`src/rtl/wsc_wir_ctrl.sv`:
```
// -----------------------------------------------------------------------------
// wsc_wir_ctrl
//
// Wrapper Serial Control front-end. Holds the Wrapper Instruction Register
// (shift stage + update stage), decodes the active instruction into the
// control set that fans out to every WBR cell, owns the Wrapper Bypass
// register (WBY) and selects what drives the wrapper serial output.
//
// Ports
//   clk        wrapper clock (WRCK), all state on rising edge
//   arst       asynchronous active-low reset (WRSTN)
//   wsi        wrapper serial in
//   selectwir  1 = WIR path selected, 0 = data path (WBR/WBY)
//   shiftwr    shift strobe
//   capturewr  capture strobe
//   updatewr   update strobe
//   transferdr transfer strobe
//   wbr_so     serial out of the last WBR cell
//   wso        wrapper serial out
//   wbr_si     serial in to the first WBR cell (straight copy of wsi)
//   shift      WBR cell shift     (gated by decode, zero latency)
//   capture    WBR cell capture   (gated by decode, suppressed for PRELOAD)
//   transfer   WBR cell transfer  (gated by decode, zero latency)
//   update     WBR cell update    (gated by decode, zero latency)
//   mode       WBR cell mode, 1 = test        (registered)
//   safe       WBR cell safe                  (registered)
//   io_face    1 = outward (EXTEST/CLAMP)     (registered)
//   instr      currently active (updated) instruction, raw code
//
// WIR_W is the instruction width; it must be at least 3.
// -----------------------------------------------------------------------------
module wsc_wir_ctrl #(
  parameter int WIR_W = 3
) (
  input  logic             clk,
  input  logic             arst,
  input  logic             wsi,
  input  logic             selectwir,
  input  logic             shiftwr,
  input  logic             capturewr,
  input  logic             updatewr,
  input  logic             transferdr,
  input  logic             wbr_so,
  output logic             wso,
  output logic             wbr_si,
  output logic             shift,
  output logic             capture,
  output logic             transfer,
  output logic             update,
  output logic             mode,
  output logic             safe,
  output logic             io_face,
  output logic [WIR_W-1:0] instr
);

  typedef enum logic [WIR_W-1:0] {
    WS_BYPASS  = WIR_W'(0),
    WS_EXTEST  = WIR_W'(1),
    WS_INTEST  = WIR_W'(2),
    WS_SAFE    = WIR_W'(3),
    WS_PRELOAD = WIR_W'(4),
    WS_CLAMP   = WIR_W'(5)
  } ws_instr_e;

  // Static cell controls carried as one bundle so they are loaded together.
  typedef struct packed {
    logic mode;
    logic safe;
    logic io_face;
  } static_ctrl_t;

  logic [WIR_W-1:0] wir_shift;
  logic [WIR_W-1:0] wir_upd;
  static_ctrl_t     static_q;
  logic             wby;
  logic             wbr_sel;

  // Codes outside the table fall through to the default and behave as BYPASS.
  function automatic static_ctrl_t static_of(input logic [WIR_W-1:0] code);
    static_ctrl_t s;
    s = '0;
    case (code)
      WS_EXTEST: s = '{mode: 1'b1, safe: 1'b0, io_face: 1'b1};
      WS_INTEST: s = '{mode: 1'b1, safe: 1'b0, io_face: 1'b0};
      WS_SAFE:   s = '{mode: 1'b1, safe: 1'b1, io_face: 1'b0};
      WS_CLAMP:  s = '{mode: 1'b1, safe: 1'b0, io_face: 1'b1};
      default:   s = '0;
    endcase
    return s;
  endfunction

  function automatic logic selects_wbr(input logic [WIR_W-1:0] code);
    return (code == WS_EXTEST) || (code == WS_INTEST) || (code == WS_PRELOAD);
  endfunction

  // ---------------------------------------------------------------------------
  // WIR shift and update stages. The update stage copies the pre-edge shift
  // stage, so an update in the same cycle as a shift/capture sees the old bits.
  // The static controls are loaded on the same edge as the update stage, which
  // keeps them aligned with instr and glitch-free at the cell boundary.
  // ---------------------------------------------------------------------------
  always_ff @(posedge clk or negedge arst) begin
    // NOTE: every control/state flop is cleared by the async reset so that no
    // partial instruction or stale test mode survives it.
    if (!arst) begin
      wir_shift <= '0;
      wir_upd   <= WS_BYPASS;
      static_q  <= '0;
    end else if (selectwir) begin
      // NOTE: non-blocking assignments here are what make the update stage
      // pick up the shift-stage value from before this edge.
      if (capturewr) begin
        wir_shift <= WIR_W'(1);
      end else if (shiftwr) begin
        wir_shift <= {wsi, wir_shift[WIR_W-1:1]};
      end
      if (updatewr) begin
        wir_upd  <= wir_shift;
        static_q <= static_of(wir_shift);
      end
    end
  end

  // Decode of the active instruction; the update stage is a register, so this
  // only moves on a clock edge.
  assign wbr_sel = selects_wbr(wir_upd);

  // ---------------------------------------------------------------------------
  // Wrapper bypass register: one bit, live only when the data path is selected
  // and the active instruction does not route through the WBR.
  // ---------------------------------------------------------------------------
  always_ff @(posedge clk or negedge arst) begin
    if (!arst) begin
      wby <= 1'b0;
    end else if (!selectwir && !wbr_sel) begin
      if (capturewr) begin
        wby <= 1'b0;
      end else if (shiftwr) begin
        wby <= wsi;
      end
    end
  end

  // ---------------------------------------------------------------------------
  // Cell strobes. The ~selectwir term is part of every AND, so no strobe can
  // rise while the WIR path is selected, whatever the strobe inputs do.
  // ---------------------------------------------------------------------------
  assign shift    = shiftwr    & ~selectwir & wbr_sel;
  assign capture  = capturewr  & ~selectwir & wbr_sel & (wir_upd != WS_PRELOAD);
  assign update   = updatewr   & ~selectwir & wbr_sel;
  assign transfer = transferdr & ~selectwir & wbr_sel;

  assign mode    = static_q.mode;
  assign safe    = static_q.safe;
  assign io_face = static_q.io_face;
  assign instr   = wir_upd;
  assign wbr_si  = wsi;

  always_comb begin
    wso = wby;
    if (selectwir) begin
      wso = wir_shift[0];
    end else if (wbr_sel) begin
      wso = wbr_so;
    end
  end

endmodule
```
`config.mk`:
```
export PLATFORM = sky130hd
export DESIGN_NAME = wsc_wir_ctrl
export DESIGN_NICKNAME = d
export VERILOG_FILES = /design/src/rtl/wsc_wir_ctrl.sv
export SDC_FILE = /design/constraint.sdc
export NUM_CORES = 1
export LEC_CHECK = 0
export CAP_MARGIN = 20
export CORE_MARGIN = 10
export CORE_UTILIZATION = 35
export DETAILED_ROUTE_END_ITERATION = 6
export GPL_ROUTABILITY_DRIVEN = 0
export PLACE_DENSITY_LB_ADDON = 0.3
export SETUP_SLACK_MARGIN = 0.4
export SKIP_CTS_REPAIR_TIMING = 1
export SLEW_MARGIN = 40
export SYNTH_ARGS = -nofsm -noshare
export SYNTH_HDL_FRONTEND = slang
export SYNTH_SLANG_ARGS = --single-unit
```
`constraint.sdc`:
```
create_clock -name clk -period 1.9 [get_ports clk]
set_input_delay 0.38 -clock clk [delete_from_list [all_inputs] [get_ports clk]]
set_output_delay 0.38 -clock clk [all_outputs]
set_load 0.01 [all_outputs]
```
* After elaboration in Yosys (flattened, before gate mapping) *
Index checks and enable logic that the tools add are counted.

storage, ports and cells
  output and inout bits = 12
  bits of input ports = 9
  register bits after elaboration = 10

cells by class
  equal/unequal tests = 8
  bitwise logic cells = 10
  muxes and demuxes = 7
  reductions and logical operators = 10

operators with widths
  operator                                                                count
  1-bit AND                                                               9
  3-bit by 2-bit equality test with 1-bit output (second input constant)  3
  3-bit case mux with 3 select lines                                      1
  3-bit by 1-bit equality test with 1-bit output (second input constant)  2
  3-bit equality test (second input constant)                             2
  3-bit two-way mux                                                       2
  2-bit AND reduction                                                     3
  1-bit two-way mux                                                       4
  3-bit inequality test (second input constant)                           1
  1-bit logical NOT                                                       2
  1-bit logical OR                                                        2
  2-bit nonzero test                                                      1
  2-bit OR reduction                                                      1
  1-bit logical AND                                                       1
  1-bit NOT                                                               1

* Logic depth before layout (Yosys ltp) *
Gate-level depths: netlist (run 1).

  depth in word-level cells = 6
  gate-level depth with buffers = 4
  mapped depth without buffers = 3

* Worst setup path after synthesis (run 1) *
OpenSTA, ideal clock, no wires.

  path type = register -> output
  start = reg wir_upd[1], in the netlist instr[1]
  end = out wso
  path slack = 243 ps
  buffers on the path = 0
  stages on the path, launching flop included = 4
  arrival = 1277 ps
  data required time = 1520 ps
  cell sequence = dfrtp_1 > xor2_1 > a211o_1 > mux2_4

on the way
  word-level cells in the longest chain between the ends = 5

ends and longest elaborated chain
  item                                                                                                                     RTL line  RTL
  from (decl)                                                                                                              73        logic [WIR_W-1:0] wir_upd;
  from (signal assigned)                                                                                                   118       wir_upd <= wir_shift;
  3-bit by 1-bit equality test with 1-bit output / 3-bit by 2-bit equality test with 1-bit output (equally long branches)  93        return (code == WS_EXTEST) || (code == WS_INTEST) || (code == WS_PRELOAD);
  1-bit logical OR                                                                                                         93
  1-bit logical OR *                                                                                                       93
  1-bit two-way mux *                                                                                                      163       end else if (wbr_sel) begin
  1-bit two-way mux *                                                                                                      161       if (selectwir) begin
  to (decl)                                                                                                                44        output logic wso,

Every way passes the cells marked *; elsewhere a longest branch is shown, timed or not.

* Final worst setup path (run 1) *
  start = reg wir_upd[0], in the netlist instr[0]
  end = out wso

Same word-level chain as after synthesis.

==> metrics.csv, run 1 <==
metric;value;unit
status;complete, but fails checks;
violations;negative setup slack;
holdWs;0.4335;ns
power_density;796.2;nW/um^2
post-place-ws;-0.4456;ns
grt_usage;0.07828;
finClkSkew;0.0004865;ns
synth_top_family_by_area;compound AO/OA/AOI/OAI gates;
yosysSeqAreaShare;0.4587;
crit_arrival;1.66;ns
cts_sinks;10;
synth_fp_nets;64;
cts_root_buf;clkbuf_4;
vias;523;
nFillCells;130;
antenna_cells;0;
cts_tree;yes;
finalSetupViolCount;1;
grt_max_degree;11;
tightest_slew;0.4308;ns
critPathRequiredTime;1.52;ns
regToRegStartpoint;instr[0]$_DFFE_PN0P_;
final_cell_mix;buf_4, nand2_1, dlymetal6s2s_1, dfrtp_1, clkdlybuf4s50_1;
synth-adder-area-share;0;
synth-xor-area-share;0.03211;
clockPowerShare;0.215;
cp_slowest_stage_delay;0.45;ns
core_area;1489;sq um
crit_chain;xor2_1 -> a211o_1 -> mux2_4 -> clkbuf_2;
clkTransAtPathRegs;0.06;ns
die_w;59.48;um
yosysWarningCount;0;
p_comb_frac;0.385;
synth_simple_gate_area_frac;0.1858;
timing.critical_path.from_type;flip-flop;
syn2layout_area_growth;63.30;%
period_share;1.074;
end_kind;output pin;
crit_slowest_cell;dfrtp_2;
rsz0062_at_grt;yes;
p_sw;0.0002182;W
via_per_inst;5.029;
total_power;0.0007093;W
final_common_cell;buf_4;
fmax;490.0;MHz
io_pins;21;
die_area;3538;sq um
seqPwrFrac;0.400;
finalWorstSetupSlack;-0.1409;ns
wire_per_inst;13.88;um
drive_above_1_share;0.3295;
rows;14;
netlist_instances;55;
hpwlAfterDp;1083;um
fin_crit;2.041;ns
hp-class;in -> async;
antenna_found_initial;0;
cap_violations;0;
clock_latency;0.26;ns
peakVddDrop;0.0006172;V
synthesis.area;545.5;sq um
max_slew_margin;0.7054;
synth_compound_gate_area_share;0.1972;
synth_cell_type_count;24;
globalRouteOverflowTotal;0;
cts_buffers;3;
drt-initial-drc-count;7;
final_nets;98;
cp-startpoint;instr[0]$_DFFE_PN0P_;
cts_buffer_depth;2;
report.final.slew_viol_count;0;
htreeDepth;1;
fp.dieH;59.48;um
grt_pass1_wl;2235;um
drt_wl_total;1444;um
port_buffers;20;
start_util;0.3664;
first_global_vias;513;
drtAntennaViolNets;0;
drc;0;
synth.area.mux_share;0.08945;
intPower;0.0004911;W
swShare;0.3076;
power.static_leakage;0.4805;nW
crit_path_max_fanout;5;
ys_ff_latch;10;
drtPass1Iterations;5;
path_class;reg -> out;
hold_viol;0;
avgSynthCellArea;9.919;sq um
-- layout make-up --
cell class	count	area (sq um)	area share
Inverter	2	7.507	0.008427
Timing Repair Buffer	31	277.8	0.3118
Tap cell	16	20.02	0.02247
Sequential cell	10	252.7	0.2837
Clock buffer	4	26.28	0.02949
Multi-Input combinational cell	41	306.5	0.3441
-- flip-flops by register name, indices dropped and copies added, names as in the netlist --
signal     count
instr          3
wir_shift      3
io_face        1
mode           1
safe           1
wby            1
-- cells by family (layout without fill, tap and decap cells) --
family / Yosys count / count (layout)
flip-flops: 10 / 10
AO/OA/AOI/OAI: 16 / 16
AND/OR/NAND/NOR: 19 / 19
XOR/XNOR: 2 / 2
multiplexers: 4 / 4
buffers and inverters: 4 / 37
-- synthesized netlist by cell type --
| cell | count | share of area |
|---|---|---|
| a2111oi_0 | 1 | 0.016 |
| a211o_1 | 2 | 0.032 |
| a211oi_1 | 1 | 0.014 |
| a21oi_1 | 1 | 0.0092 |
| and2_1 | 3 | 0.034 |
| buf_2 | 1 | 0.0092 |
| buf_4 | 1 | 0.014 |
| dfrtp_1 | 10 | 0.46 |
| inv_1 | 2 | 0.014 |
| mux2_2 | 3 | 0.062 |
| mux2_4 | 1 | 0.028 |
| nand2_1 | 9 | 0.062 |
| nand2b_1 | 1 | 0.011 |
| nand3_1 | 1 | 0.0092 |
| nand3b_1 | 1 | 0.014 |
| nor2b_1 | 1 | 0.011 |
| nor3b_1 | 2 | 0.028 |
| nor4b_1 | 1 | 0.016 |
| o21a_1 | 2 | 0.028 |
| o21ai_0 | 6 | 0.055 |
| o22a_1 | 2 | 0.032 |
| o22ai_1 | 1 | 0.011 |
| xnor2_1 | 1 | 0.016 |
| xor2_1 | 1 | 0.016 |
-- worst paths after layout --
| check | end | slack [ns] | cells past startpoint |
|---|---|---|---|
| worst min-delay path | safe$_DFFE_PN0P_ | 0.43 | 1 |
| worst min register to register | safe$_DFFE_PN0P_ | 0.49 | 2 |
| min in group clk | safe$_DFFE_PN0P_ | 0.49 | 2 |
| worst max register to register | wby$_DFFE_PN0P_ | 0.39 | 4 |
| max in group asynchronous | instr[0]$_DFFE_PN0P_ | 1.13 | 1 |
| worst max-delay path | wso | -0.14 | 4 |
-- power by group through the flow --
stage	combinational [W]	sequential (W)	clock [W]
after floorplan	0.000112	0.000293	0
after global placement	0.000271	0.000283	0
after detailed placement	0.000273	0.000286	0
after CTS	0.000274	0.000281	0.000156
after global routing	0.000297	0.000291	0.000163
final	0.000273	0.000284	0.000153
-- through the flow --
step / cell area, sq um / setup TNS, ns / utilization / std cells
after global routing: 890.9 / -0.2475 / 0.5983 / 104
after floorplan: 548.0 / 0 / - / 55
after global placement: 830.8 / -1.994 / 0.5580 / 99
after detailed placement: 830.8 / -2.055 / 0.5580 / 99
after CTS: 857.1 / -2.096 / 0.5756 / 103
final: 890.9 / -0.1409 / 0.5983 / 104
-- worst max-delay path, delay by kind of cell (launching register included) --
| kind | cells | cell delay, ns |
|---|---|---|
| flops | 1 | 0.45 |
| xor+xnor | 1 | 0.19 |
| compound gates | 1 | 0.33 |
| mux | 1 | 0.30 |
| buf+inv | 1 | 0.13 |
-- per-layer routing --
metal / GRT usage / wire [um] / up-vias
met5: 0 / 0 / -
met4: 0.02951 / 0 / 0
met3: 0.03433 / 164 / 0
met2: 0.1204 / 636 / 17
met1: 0.09291 / 644 / 247
li1: - / - / 259
No activity file was read; power rests on OpenSTA's default activity.
==> run 2: changes to the inputs <==
--- a/config.mk
+++ b/config.mk
@@ -7,12 +7,13 @@
 export LEC_CHECK = 0
 export CAP_MARGIN = 20
 export CORE_MARGIN = 10
-export CORE_UTILIZATION = 35
+export CORE_UTILIZATION = 41
 export DETAILED_ROUTE_END_ITERATION = 6
 export GPL_ROUTABILITY_DRIVEN = 0
 export PLACE_DENSITY_LB_ADDON = 0.3
 export SETUP_SLACK_MARGIN = 0.4
 export SKIP_CTS_REPAIR_TIMING = 1
+export SKIP_LAST_GASP = 1
 export SLEW_MARGIN = 40
 export SYNTH_ARGS = -nofsm -noshare
 export SYNTH_HDL_FRONTEND = slang
==> metrics.csv, run 2 (synthesis results as in run 1) <==
metric;value;unit
fp.dieH;56.48;um
intPower;0.0004869;W
holdWs;0.4194;ns
antenna_found_initial;0;
critPathBufInv;1;
crit_path_max_fanout;6;
seqPwrFrac;0.406;
crit_slowest_cell;dfrtp_2;
grt-busiest-layer;met2;
violations;negative setup slack;
wire_per_inst;13.98;um
rsz0062_at_grt;yes;
drt-initial-drc-count;9;
nFillCells;116;
grt.met1_usage;0.08291;
cts_tree;yes;
via_per_inst;5.141;
syn2layout_area_growth;60.78;%
p_sw;0.0002195;W
timing.critical_path.from_type;flip-flop;
cap_violations;0;
power_density;805.4;nW/um^2
cts_buffer_depth;2;
end_kind;output pin;
cts_root_buf;clkbuf_4;
start_util;0.4245;
power.static_leakage;0.4740;nW
io_pins;21;
tightest_slew;0.4450;ns
grt_use_met2;0.1442;
hpwlAfterDp;1103;um
finalWorstSetupSlack;-0.1385;ns
globalRouteOverflowTotal;0;
grt_pass1_wl;2270;um
port_buffers;20;
drtAntennaViolNets;0;
grt_max_degree;11;
drc;0;
peakVddDrop;0.0004676;V
fmax;490.6;MHz
clock_latency;0.27;ns
total_power;0.0007064;W
path_class;reg -> out;
finalSetupViolCount;2;
cts_sinks;10;
rows;13;
max_slew_margin;0.7024;
core_area;1285;sq um
status;complete, but fails checks;
period_share;1.073;
final_cell_mix;nand2_1, dlymetal6s2s_1, dfrtp_1, clkdlybuf4s50_1, buf_4;
antenna_cells;0;
first_global_vias;537;
grt_usage;0.08582;
cp_slowest_stage_delay;0.46;ns
vias;509;
hold_viol;0;
clockPowerShare;0.220;
die_w;56.48;um
report.final.slew_viol_count;0;
grt_util_met3;0.06067;
swShare;0.3107;
p_comb_frac;0.374;
final_nets;94;
drt_wl_total;1384;um
crit_arrival;1.66;ns
drtPass1Iterations;4;
critPathRequiredTime;1.52;ns
drive_above_1_share;0.2857;
die_area;3189;sq um
hp-class;in -> async;
fin_crit;2.038;ns
htreeDepth;1;
finClkSkew;0.005616;ns
crit_family;flip-flops;
clkTransAtPathRegs;0.07;ns
cts_buffers;3;
crit_chain;xor2_2 -> a211o_1 -> mux2_4 -> buf_6;
[run 2: cell count changes in the layout (fill, tap and decap cells not counted), sizes merged]
cell	previous run	this run
buf	13	10
clkbuf	7	5
dlymetal6s2s	8	9
[run 2: routing by layer]
| layer | up-vias | wire [um] |
|---|---|---|
| met1 | 240 | 592 |
| li1 | 253 | - |
| met3 | 2 | 129 |
| met5 | - | 0 |
| met2 | 14 | 652 |
| met4 | 0 | 8 |
[run 2: worst paths after layout]
check,startpoint,to,slack (ns),depth (start not counted)
max,instr[0]$_DFFE_PN0P_,wso,-0.14,4
min,arst,safe$_DFFE_PN0P_,0.42,1
max reg2reg,instr[0]$_DFFE_PN0P_,wby$_DFFE_PN0P_,0.52,3
min reg2reg,safe$_DFFE_PN0P_,safe$_DFFE_PN0P_,0.47,2
min in group clk,safe$_DFFE_PN0P_,safe$_DFFE_PN0P_,0.47,2
max in group asynchronous,arst,instr[1]$_DFFE_PN0P_,1.15,1
[run 2: per-stage QoR]
| step | TNS (ns) | setup WS [ns] | instances | util | instance area, sq um |
|---|---|---|---|---|---|
| after global placement | -2.253 | -0.4780 | 95 | 0.6280 | 807.0 |
| after floorplan | 0 | 0.3090 | 55 | - | 548.0 |
| after global routing | -0.3900 | -0.1766 | 99 | 0.6826 | 877.1 |
| after CTS | -2.344 | -0.4992 | 99 | 0.6485 | 833.3 |
| after detailed placement | -2.359 | -0.5026 | 95 | 0.6280 | 807.0 |
| final | -0.1747 | -0.1385 | 99 | 0.6826 | 877.1 |
[run 2: power by group through the flow]
stage	sequential [W]	clock, W	combinational (W)
final	0.000287	0.000155	0.000264
after global routing	0.000294	0.000165	0.000289
after CTS	0.000284	0.000161	0.000257
after detailed placement	0.000288	0	0.000256
after global placement	0.000285	0	0.000251
after floorplan	0.000293	0	0.000112
[run 2: layout make-up]
class	instances	area, sq um	share of cell area
timing repair buffer	27	267.8	0.3053
sequential	10	252.7	0.2882
multi-input combinational	41	304.0	0.3466
inverter	2	7.507	0.008559
clock buffer	4	26.28	0.02996
tap	15	18.77	0.02140
